## src/rtl/snn_pkg.sv

```systemverilog
// rtl/snn_pkg.sv - shared states and constants for the SNN inference controller
package snn_pkg;

    localparam int NUM_CH    = 3;
    localparam int CNT_W_DEF = 8;

    typedef enum logic [2:0] {
        IDLE  = 3'd0,
        CLEAR = 3'd1,
        DRIVE = 3'd2,
        DRAIN = 3'd3,
        DONE  = 3'd4
    } state_e;

endpackage

```

## src/rtl/snn_argmax3.sv

```systemverilog
// rtl/snn_argmax3.sv - three-way argmax of spike counts, ties go to the lowest index
module snn_argmax3
#(
    parameter int CNT_W = snn_pkg::CNT_W_DEF
) (
    input  logic [CNT_W-1:0] i_cnt0,
    input  logic [CNT_W-1:0] i_cnt1,
    input  logic [CNT_W-1:0] i_cnt2,
    output logic [1:0]       o_idx
);

    logic [CNT_W-1:0] best;

    // Strict greater-than keeps the earlier index on equal counts.
    always_comb begin
        o_idx = 2'd0;
        best  = i_cnt0;
        if (i_cnt1 > best) begin
            o_idx = 2'd1;
            best  = i_cnt1;
        end
        if (i_cnt2 > best) begin
            o_idx = 2'd2;
        end
    end

endmodule

```

## src/rtl/snn_infer_ctrl.sv

```systemverilog
// rtl/snn_infer_ctrl.sv - sequences one SNN inference: clear, drive, drain, count and classify
module snn_infer_ctrl
    import snn_pkg::*;
#(
    parameter int NUM_STEPS = 16,
    parameter int PIPE_LAT  = 4,
    parameter int CNT_W     = CNT_W_DEF
) (
    input  logic             i_clk,
    input  logic             i_rstn,
    input  logic             i_valid,
    input  logic [7:0]       i_data0,
    input  logic [7:0]       i_data1,
    input  logic [7:0]       i_data2,
    output logic             o_ready,
    output logic             o_net_rstn,
    output logic [7:0]       o_net_data0,
    output logic [7:0]       o_net_data1,
    output logic [7:0]       o_net_data2,
    input  logic [7:0]       i_net_data0,
    input  logic [7:0]       i_net_data1,
    input  logic [7:0]       i_net_data2,
    output logic             o_valid,
    input  logic             i_ready,
    output logic [1:0]       o_class,
    output logic [CNT_W-1:0] o_count0,
    output logic [CNT_W-1:0] o_count1,
    output logic [CNT_W-1:0] o_count2
);

    // One step counter spans DRIVE and DRAIN; the count window is its tail.
    localparam int STEP_TOTAL = NUM_STEPS + PIPE_LAT;
    localparam int STEP_W     = $clog2(STEP_TOTAL + 1);

    localparam logic [STEP_W-1:0] DRIVE_LAST = STEP_W'(NUM_STEPS - 1);
    localparam logic [STEP_W-1:0] DRAIN_LAST = STEP_W'(STEP_TOTAL - 1);
    localparam logic [STEP_W-1:0] WIN_FIRST  = STEP_W'(PIPE_LAT);
    localparam logic [CNT_W-1:0]  CNT_MAX    = {CNT_W{1'b1}};

    state_e            state_q, state_d;
    logic [STEP_W-1:0] step_q, step_d;
    logic [7:0]        sample_q [NUM_CH];
    logic [7:0]        sample_d [NUM_CH];
    logic [CNT_W-1:0]  cnt_q    [NUM_CH];
    logic [CNT_W-1:0]  cnt_d    [NUM_CH];
    logic [1:0]        class_q, class_d;
    logic              net_rstn_q, net_rstn_d;

    logic [7:0]        in_data  [NUM_CH];
    logic [7:0]        net_out  [NUM_CH];
    logic              accept;
    logic              in_window;
    logic [1:0]        win_idx;

    assign in_data[0] = i_data0;
    assign in_data[1] = i_data1;
    assign in_data[2] = i_data2;
    assign net_out[0] = i_net_data0;
    assign net_out[1] = i_net_data1;
    assign net_out[2] = i_net_data2;

    // Window opens PIPE_LAT steps after the first DRIVE cycle and runs to the end of DRAIN.
    assign in_window = ((state_q == DRIVE) || (state_q == DRAIN)) && (step_q >= WIN_FIRST);

    // Next-state logic and the sample latch.
    always_comb begin
        state_d  = state_q;
        step_d   = step_q;
        sample_d = sample_q;
        accept   = 1'b0;
        case (state_q)
            IDLE: begin
                if (i_valid) begin
                    accept   = 1'b1;
                    sample_d = in_data;
                    step_d   = '0;
                    state_d  = CLEAR;
                end
            end
            CLEAR: begin
                step_d  = '0;
                state_d = DRIVE;
            end
            DRIVE: begin
                step_d = step_q + 1'b1;
                if (step_q == DRIVE_LAST) begin
                    state_d = DRAIN;
                end
            end
            DRAIN: begin
                step_d = step_q + 1'b1;
                if (step_q == DRAIN_LAST) begin
                    state_d = DONE;
                end
            end
            DONE: begin
                if (i_ready) begin
                    state_d = IDLE;
                end
            end
            default: begin
                state_d = IDLE;
            end
        endcase
    end

    // Per-output saturating spike counters, cleared on accept.
    always_comb begin
        for (int i = 0; i < NUM_CH; i++) begin
            cnt_d[i] = cnt_q[i];
            if (accept) begin
                cnt_d[i] = '0;
            end else if (in_window && (net_out[i] != 8'd0) && (cnt_q[i] != CNT_MAX)) begin
                cnt_d[i] = cnt_q[i] + 1'b1;
            end
        end
    end

    snn_argmax3 #(
        .CNT_W (CNT_W)
    ) u_argmax (
        .i_cnt0 (cnt_d[0]),
        .i_cnt1 (cnt_d[1]),
        .i_cnt2 (cnt_d[2]),
        .o_idx  (win_idx)
    );

    // Class is captured from the final counts as the FSM enters DONE; net clear is low only through CLEAR.
    always_comb begin
        class_d    = class_q;
        net_rstn_d = (state_d != CLEAR);
        if ((state_d == DONE) && (state_q != DONE)) begin
            class_d = win_idx;
        end
    end

    // State and datapath registers.
    always_ff @(posedge i_clk or negedge i_rstn) begin
        if (!i_rstn) begin
            state_q    <= IDLE;
            step_q     <= '0;
            class_q    <= 2'd0;
            net_rstn_q <= 1'b0;
            for (int i = 0; i < NUM_CH; i++) begin
                sample_q[i] <= 8'd0;
                cnt_q[i]    <= '0;
            end
        end else begin
            state_q    <= state_d;
            step_q     <= step_d;
            class_q    <= class_d;
            net_rstn_q <= net_rstn_d;
            for (int i = 0; i < NUM_CH; i++) begin
                sample_q[i] <= sample_d[i];
                cnt_q[i]    <= cnt_d[i];
            end
        end
    end

    assign o_ready     = (state_q == IDLE);
    assign o_valid     = (state_q == DONE);
    assign o_net_rstn  = net_rstn_q;
    assign o_net_data0 = (state_q == DRIVE) ? sample_q[0] : 8'd0;
    assign o_net_data1 = (state_q == DRIVE) ? sample_q[1] : 8'd0;
    assign o_net_data2 = (state_q == DRIVE) ? sample_q[2] : 8'd0;
    assign o_class     = class_q;
    assign o_count0    = cnt_q[0];
    assign o_count1    = cnt_q[1];
    assign o_count2    = cnt_q[2];

endmodule

```

## config.mk

```make
export PLATFORM = sky130hd
export DESIGN_NAME = snn_infer_ctrl
export DESIGN_NICKNAME = d
export VERILOG_FILES = /design/src/rtl/snn_pkg.sv /design/src/rtl/snn_argmax3.sv /design/src/rtl/snn_infer_ctrl.sv
export SDC_FILE = /design/constraint.sdc
export NUM_CORES = 1
export LEC_CHECK = 0
export ABC_AREA = 1
export CORE_MARGIN = 10
export CORE_UTILIZATION = 49
export DETAILED_ROUTE_END_ITERATION = 8
export HOLD_SLACK_MARGIN = 0.06
export PLACE_DENSITY_LB_ADDON = 0.3
export SETUP_SLACK_MARGIN = 0.15
export SKIP_CTS_REPAIR_TIMING = 1
export SLEW_MARGIN = 10
export SYNTH_ARGS = -nofsm -noshare
export SYNTH_HDL_FRONTEND = slang
export SYNTH_HIERARCHICAL = 1
export SYNTH_SLANG_ARGS = --single-unit
export TNS_END_PERCENT = 30
```

## constraint.sdc

```tcl
create_clock -name i_clk -period 3.7 [get_ports i_clk]
set_input_delay 0.74 -clock i_clk [delete_from_list [all_inputs] [get_ports i_clk]]
set_output_delay 0.74 -clock i_clk [all_outputs]
set_load 0.1 [all_outputs]
```

# --- Yosys cells after proc, flatten, opt, wreduce, memory -nomap -nowiden ---
# Index checks and enable logic that the tools add are counted.
# Widths: inputs -> output; s select.
classes:
  n_eq_ne: 13
  magnitude_cmp: 3
  n_reduce_logical: 17
  n_addsub: 4
  muxes: 21
ops:
  columns: ["operator", "n"]
  rows:
  - ["$mux 8", 10]
  - ["$add 8x1->8 const B", 3]
  - ["$ne 8x8->1 const B", 3]
  - ["$reduce_bool 8->1", 3]
  - ["$gt 8x8->1", 2]
  - ["$pmux 3 s5", 1]
  - ["$pmux 5 s3", 1]
  - ["$mux 3", 4]
  - ["$logic_and 1x1->1", 8]
  - ["$eq 3x2->1 const B", 2]
  - ["$eq 3x3->1 const B", 2]
  - ["$add 5x1->5 const B", 1]
  - ["$eq 5x4->1 const B", 1]
  - ["$eq 5x5->1 const B", 1]
  - ["$ge 5x3->1 const B", 1]
  - ["$mux 5", 1]
  - ["$reduce_and 2->1", 2]
  - ["$eq 3x1->1 const B", 1]
  - ["$logic_not 3->1", 1]
  - ["$mux 1", 3]
  - ["$ne 3x1->1 const B", 1]
  - ["$ne 3x3->1 const B", 1]
  - ["$reduce_bool 3->1", 1]
  - ["$mux 2", 1]
  - ["other kinds (3)", 3]
word_totals:
  out_inout_bits: 53
  inputBits: 52
  elab_cells: 68
  regBits: 59

# --- Depth between registers and ports, before layout ---
# Gate-level depths: netlist (run 1).
logic_depth:
  word_depth: 11
  depth_mapped: 31
  depth_no_buf: 31

# --- Hierarchy ---
# The synthesis (run 1) kept the hierarchy.
by_module_without_submodules:
  columns: ["mod", "area_each_um2", "n_inst", "cells_per_inst", "seq_area_each_um2"]
  rows:
  - ["snn_infer_ctrl", 3261.9, 1, 450, 1476.4]
  - ["snn_argmax3", 584.3, 1, 98, 0.0]

# --- Worst setup path after synthesis (run 1) ---
# OpenSTA, ideal clock, no wires.
synth_path:
  kind: "register -> register"
  from: "register cnt_q, in the netlist o_count0[0]"
  to: "register class_q[0], in the netlist o_class[0]"
  required_ns: 3.578
  setup_ns: 0.122
  path_stages_with_launch: 27
  n_path_buf: 0
  synth_period_minus_slack_ns: 3.948
  path_slack_ns: -0.248
  arrival_ns: 3.826
  path_cell_list: "dfrtp_1 ha_1 inv_1 nor2_1 nand2_1 nand3_2 nand2_1 a21oi_1 inv_1 ha_1 nand2_1 inv_1 nand2_1 nand2_1 nand2_1 nand2_4 nand2_4 nand2_1 nand2_1 ha_1 nand2_1 nor2_1 nand2_1 a21oi_1 nor2_2 nand3_1 nand2_1"
synth_lines:
  columns: ["element", "line", "text"]
  rows:
  - ["start: declaration", "snn_infer_ctrl.sv:44", "logic [CNT_W-1:0] cnt_q [NUM_CH];"]
  - ["start signal: indexed assignment", "snn_infer_ctrl.sv:155", "cnt_q[i] <= cnt_d[i];"]
  - ["end signal: assignment", "snn_infer_ctrl.sv:151", "class_q <= class_d;"]
  - ["end: declaration", "snn_infer_ctrl.sv:46", "logic [1:0] class_q, class_d;"]

==> impl_metrics.yaml, run 1 <==
placed_design:
  hpwl_um: 8210
  place.port_buffers: 104
  gp_congestion: 0.916
  dp_slack_ps: -301
die:
  io_pins: 105
  rows: 32
  die_area_um2: 11800
  core_um2: 7690
  initial_core_util: 0.500
  fp.dieH_um: 109
  die_x_um: 109
clock_network:
  cts_tree: "yes"
  clock-sinks: 59
  clk_latency_ps: 350
  cts-htree-levels: 3
  cts.reportedPaths.clkPinSlew_ps: 80
  clk_path_buf_depth: 2
  cts-root-buf: "clkbuf_8"
  cts_buffers: 9
logic_synthesis:
  synth.yosys.warnings: 6
  yosysMostFrequentCell: "nand2_1"
  synth-xor-area-share: 0.0159
  synth_top_cell_by_area: "dfrtp_1"
  ys_seq_area_frac: 0.384
  synth_area_um2: 3850
  synth_ff_type: "dfrtp_1"
  synth-compound-area-share: 0.0947
  synth_seq_cells: 59
  avgSynthCellArea_um2: 7.02
  syn-num-nets: 622
  synthDistinctLibCells: 32
  synthArstFlopShare: 1.00
  synthCells: 548
  synth-simple-area-share: 0.325
  synth_top_family_by_area: "simple AND/OR/NAND/NOR gates"
  synth.area.mux_share: 0
  synth_top_area_frac: 0.384
  synthAdderAreaFrac: 0.0716
  synth_area_leaders: "dfrtp_1 38%, nand2_1 15%, inv_1 8.9%, ha_1 7.2%, nor2_1 6.8%"
  synthTopCellsByCount: "154 x nand2_1, 91 x inv_1, 70 x nor2_1, 59 x dfrtp_1, 38 x nand3_1"
  synth_edf_count: 0
global_routing:
  antenna_found_initial: 0
  grt.met3_usage: 0.0654
  first_global_vias: 3758
  overflow: 0
  met2_usage: 0.282
  grt_max_degree: 55
  gr-usage-met1: 0.219
  grt.busiest_layer: "met2"
  track_usage: 0.179
  grt_pass1_wl_um: 17100
layout:
  final_nets: 779
  syn2layout_area_growth_pct: 56.9
  drive_gt1_frac: 0.306
  final_core_util: 0.785
  antenna-diode-count: 0
timing:
  layout_min_cycle_time_ps: 3640
  final_hold_viol_count: 0
  slew_violations: 0
  fin_skew_ps: 17.3
  worst_slack_ps: 58.9
  tightest_slew_ps: 1050
  relSlewSlack: 0.299
  finalSetupViolations: 0
  max_freq_mhz: 275
  period_share: 0.984
setup_path:
  crit_slowest_cell: "dfrtp_4"
  start_kind: "register"
  end_kind: "register"
  slowest_delay_ps: 500
  cp_data_arrival_time_ps: 3930
  cp_max_fo: 7
  critical_path.most_common_cell: "nand2_4"
  worstSetupPathType: "reg -> reg"
  required_ps: 3980
flow_run:
  maxCapViolations: 0
drt:
  drc_errors: 0
  firstDrtPassIters: 5
  drt_wl_total_um: 13700
  drt_iter0_markers: 314
  vias: 4350
  routedWlPerCell_um: 16.9
  antenna_left: 0
  avgViaCountPerCell: 5.36
run_status:
  status: "finished, final reports clean"
min_path:
  hold_class: "in -> async"
## sequential cells by signal, indices dropped and copies added, names as in the netlist
register,count
sample_q,24
o_count0,8
o_count1,8
o_count2,8
step_q,5
state_q,3
o_class,2
o_net_rstn,1
## routing by layer
layer	part of all wire	vias to the layer above	wire length [um]
li1	-	2027	-
met1	0.39	2041	5280
met2	0.49	242	6770
met3	0.087	40	1190
met4	0.033	0	453
met5	0	-	0
## path summary, 6_finish.rpt
| path | from | end | slack [ps] | cells past startpoint |
|---|---|---|---|---|
| setup / recovery | o_count0[0]$_DFF_PN0_ | o_class[0]$_DFFE_PN0P_ | 60 | 25 |
| hold / removal | i_rstn | sample_q[13]$_DFFE_PN0P_ | 480 | 1 |
| setup reg to reg | o_count0[0]$_DFF_PN0_ | o_class[0]$_DFFE_PN0P_ | 60 | 25 |
| hold reg to reg | o_class[1]$_DFFE_PN0P_ | o_class[1]$_DFFE_PN0P_ | 510 | 2 |
| max in group asynchronous | i_rstn | o_count0[7]$_DFF_PN0_ | 2400 | 2 |
| min in group i_clk | o_class[1]$_DFFE_PN0P_ | o_class[1]$_DFFE_PN0P_ | 510 | 2 |
## per-stage QoR
stage                     hold slack (ps)  cells  area, um^2  setup TNS, ps
final                                 480    812        6030              0
after global routing                  545    812        6030           -107
after CTS                             480    786        5260              0
after global placement                459    770        5100           -272
after detailed placement              467    770        5100           -554
after floorplan                       444    548        3870              0
## worst max-delay path: cells and delay by family (launching register included)
family / cells / cell delay (ps)
AND/OR/NAND/NOR: 17 / 1730
adder cells (fa/ha/maj): 3 / 760
flip-flops: 1 / 500
buffers and inverters: 3 / 310
AO/OA/AOI/OAI: 2 / 260
## cell usage in the layout (no fill, tap or decap), drive strengths merged
master / count
nor3: 1
buf: 75
a21oi: 29
o21ai: 32
inv: 93
nand3: 41
xnor2: 2
ha: 22
o21bai: 2
nand2: 164
nor2: 76
nand4: 9
xor2: 5
o22ai: 1
dfrtp: 59
clkbuf: 13
dlymetal6s2s: 16
clkdlybuf4s50: 61
nand3b: 1
clkinv: 5
a21o: 3
## kinds of logic after synthesis
group / count (synthesis)
fa+ha+maj: 22
buf+inv: 104
compound gates: 67
flops: 59
xor+xnor: 7
simple gates: 289
## final cells by class
class,count,area (um^2)
well taps,102,128
multi-input cells,388,2510
fillers,449,1650
clock buffers,13,149
repair buffers,152,1380
inverters,95,360
flip-flops and latches,59,1500
clock inverters,3,15.0
Power of run 1 is left out: the tool's default activity adds up to more than one toggle a clock period on the data nets, which glitch-free logic cannot reach.
==> run 2, diff against run 1 <==
- CORE_UTILIZATION: 49 -> 33
==> impl_metrics.yaml, run 2 (synthesis results as in run 1) <==
layout:
  layout_commonest_cell: "nand2_1"
  antenna-diode-count: 0
  largest_reg_flops: 24
  largest_register: "sample_q"
  syn2layout_area_growth_pct: 60.1
  drive_gt1_frac: 0.310
  final_core_util: 0.539
  final_nets: 776
  final_cell_mix: "124 x nand2_1, 78 x inv_1, 69 x buf_4"
  final_cell_area_um2: 6160
clock_network:
  cts.reportedPaths.clkPinSlew_ps: 60
  cts_tree: "yes"
  cts-htree-levels: 3
  cts_buffers: 9
  clock-sinks: 59
  clk_path_buf_depth: 2
  cts-root-buf: "clkbuf_16"
  clk_latency_ps: 330
drt:
  vias: 4076
  routedWlPerCell_um: 14.4
  drt_iter0_markers: 122
  drc_errors: 0
  drt_wl_total_um: 12200
  firstDrtPassIters: 6
  antenna_left: 0
  avgViaCountPerCell: 4.80
timing:
  max_freq_mhz: 282
  finalSetupViolations: 0
  holdWs_ps: 490
  layout_min_cycle_time_ps: 3550
  slew_violations: 0
  period_share: 0.960
  worst_slack_ps: 148
  tightest_slew_ps: 1050
  final_hold_viol_count: 0
  fin_skew_ps: 11.0
  rsz0062_at_grt: "false"
  relSlewSlack: 0.298
setup_path:
  ff2ff_setup_slack_ps: 150
  start_kind: "register"
  required_ps: 3970
  cp_data_arrival_time_ps: 3820
  worstSetupPathType: "reg -> reg"
  end_kind: "register"
  cp_max_fo: 6
die:
  core_um2: 11400
  die_x_um: 128
  die_area_um2: 16400
  fp.dieH_um: 128
  initial_core_util: 0.337
  io_pins: 105
  rows: 39
min_path:
  hold_class: "in -> async"
global_routing:
  antenna_found_initial: 0
  overflow: 0
  grt_pass1_wl_um: 18500
  track_usage: 0.134
  first_global_vias: 3967
  grt_max_degree: 55
placed_design:
  dp_slack_ps: -301
  gp_congestion: 0.876
  hpwl_um: 8660
  place.port_buffers: 104
  placed_area_um2: 5170
run_status:
  status: "finished, final reports clean"
flow_run:
  maxCapViolations: 0
run 2: final cells by class:
| class | instances | area [um^2] |
|---|---|---|
| tap | 143 | 179 |
| clock inverter | 5 | 53.8 |
| timing repair buffer | 149 | 1360 |
| fill | 1026 | 5260 |
| clock buffer | 11 | 243 |
| inverter | 95 | 360 |
| multi-input combinational | 388 | 2470 |
| sequential | 59 | 1500 |
run 2: path summary, 6_finish.rpt:
kind / startpoint / endpoint / depth (start not counted)
setup / recovery: o_count0[0]$_DFF_PN0_ / o_class[0]$_DFFE_PN0P_ / 22
hold / removal: i_rstn / sample_q[18]$_DFFE_PN0P_ / 1
setup reg to reg: o_count0[0]$_DFF_PN0_ / o_class[0]$_DFFE_PN0P_ / 22
hold reg to reg: o_class[1]$_DFFE_PN0P_ / o_class[1]$_DFFE_PN0P_ / 2
max in group asynchronous: i_rstn / o_count2[7]$_DFF_PN0_ / 2
min in group i_clk: o_class[1]$_DFFE_PN0P_ / o_class[1]$_DFFE_PN0P_ / 2
run 2: per-stage QoR:
stage | TNS (ps) | instances
2_1_floorplan | 0 | 548
3_3_place_gp | -268 | 814
3_5_place_dp | -558 | 814
4_1_cts | 0 | 830
5_1_grt | 0 | 850
6_report | 0 | 850
run 2: worst max-delay path, stage by stage (launching register included):
cell and delay [ps]:
dfrtp_4 500, ha_2 220, inv_1 90, nor2_4 50, nand2_4 100, buf_4 150
nand3_2 90, a21oi_2 180, inv_2 70, ha_4 280, nand2_4 60, nor2_4 190
nand4_4 250, nand2_8 160, nand2_2 70, nand2_2 100, ha_4 230, a21o_1 180
a21oi_2 160, a21oi_2 80, nor2_2 100, nand3_1 70, nand2_1 60
run 2: layer usage:
metal  global-route usage  wire (um)  share of wire
met1                0.161       5000           0.41
met2                0.223       5930           0.48
met5                    0          0              0
met4               0.0384        342          0.028
met3               0.0459        976          0.080
Power of run 2 is left out for the same reason.
==> run 3, diff against run 2 <==
- RECOVER_POWER: unset -> 25
==> impl_metrics.yaml, run 3 (synthesis results as in run 1) <==
setup_path:
  start_kind: "register"
  cp_data_arrival_time_ps: 3820
  r2r_start: "o_count0[0]$_DFF_PN0_"
  worstSetupPathType: "reg -> reg"
  ff2ff_setup_slack_ps: 150
  r2r-end: "o_class[0]$_DFFE_PN0P_"
  worst-r2r-cell-count: 22
  end_kind: "register"
  required_ps: 3970
  cp_max_fo: 6
timing:
  period_share: 0.960
  layout_min_cycle_time_ps: 3550
  tightest_slew_ps: 1880
  final_hold_viol_count: 0
  finalSetupViolations: 0
  fin_skew_ps: 11.0
  rsz0062_at_grt: "false"
  slew_violations: 36
  max_freq_mhz: 282
  relSlewSlack: -0.252
layout:
  final-instance-count-excl-fill: 850
  final_cell_area_um2: 6150
  final_cell_mix: "124 x nand2_1, 78 x inv_1, 68 x buf_4"
  largest_register: "sample_q"
  layout_commonest_cell: "nand2_1"
  antenna-diode-count: 0
  syn2layout_area_growth_pct: 60.0
  drive_gt1_frac: 0.308
  largest_reg_flops: 24
  final_nets: 776
drt:
  vias: 4075
  drt_wl_total_um: 12300
  avgViaCountPerCell: 4.79
  firstDrtPassIters: 6
  drt_iter0_markers: 122
  routedWlPerCell_um: 14.4
  drc_errors: 0
  antenna_left: 0
placed_design:
  place.port_buffers: 104
  hpwl_um: 8660
  dpl.cell_count: 814
  gp_congestion: 0.876
  placed_area_um2: 5170
min_path:
  holdPathEnd: "o_class[1]$_DFFE_PN0P_"
  min-delay-start: "o_class[1]$_DFFE_PN0P_"
  holdPathStages: 2
  hold_class: "reg -> reg"
global_routing:
  grt_max_degree: 55
  grt_pass1_wl_um: 18500
  track_usage: 0.134
  antenna_found_initial: 0
  overflow: 0
  first_global_vias: 3967
run_status:
  status: "complete, but fails checks"
  violations: "capacitance limit, slew limit"
die:
  core_um2: 11400
  rows: 39
  initial_core_util: 0.337
  io_pins: 105
  die_area_um2: 16400
  fp.dieH_um: 128
  die_x_um: 128
clock_network:
  cts-htree-levels: 3
  cts_tree: "yes"
  cts_buffers: 9
  clk_path_buf_depth: 2
  clk_latency_ps: 330
  clock-sinks: 59
  cts-root-buf: "clkbuf_16"
  cts.reportedPaths.clkPinSlew_ps: 60
flow_run:
  maxCapViolations: 1
[run 3: cell types whose count changed in the layout (fill, tap and decap cells not counted), sizes merged]
cell,previous run,this run
clkbuf,11,13
buf,72,70
[run 3: how the worst max path moves through the flow]
stage | start | end | cells after the start
finish | o_count0[0]$_DFF_PN0_ | o_class[0]$_DFFE_PN0P_ | 22
global placement | i_net_data0[3] | o_class[0]$_DFFE_PN0P_ | 29
global route | o_count0[0]$_DFF_PN0_ | o_class[0]$_DFFE_PN0P_ | 25
CTS | o_count0[0]$_DFF_PN0_ | o_class[0]$_DFFE_PN0P_ | 26
detailed placement | i_net_data0[7] | o_class[0]$_DFFE_PN0P_ | 27
floorplan | o_count1[6]$_DFF_PN0_ | o_class[0]$_DFFE_PN0P_ | 22
[run 3: through the flow]
stage	setup WS [ps]	setup TNS [ps]	hold WS [ps]	utilization
after CTS	20.4	0	505	0.479
after global routing	1.51	0	538	0.539
final	148	0	503	0.539
after detailed placement	-301	-558	484	0.453
after floorplan	156	0	444	-
after global placement	-150	-268	463	0.453
[run 3: cell type report]
type | count | area (um^2)
fillers | 1028 | 5260
inverters | 95 | 360
flip-flops and latches | 59 | 1500
clock buffers | 11 | 243
multi-input cells | 388 | 2470
well taps | 143 | 179
clock inverters | 5 | 53.8
repair buffers | 149 | 1350
[run 3: routing by layer]
metal | global-route usage | routed length (um)
met1 | 0.161 | 5000
met2 | 0.223 | 5930
met3 | 0.0459 | 976
met4 | 0.0384 | 342
met5 | 0 | 0
[run 3: critical path, stage by stage, from the launching register on]
cell     delay (ps)
dfrtp_4         500
ha_2            220
inv_1            90
nor2_4           50
nand2_4         100
buf_4           150
nand3_2          90
a21oi_2         180
inv_2            70
ha_4            280
nand2_4          60
nor2_4          190
nand4_4         250
nand2_8         160
nand2_2          70
nand2_2         100
ha_4            230
a21o_1          180
a21oi_2         160
a21oi_2          80
nor2_2          100
nand3_1          70
nand2_1          60
Power of run 3 is left out for the same reason.
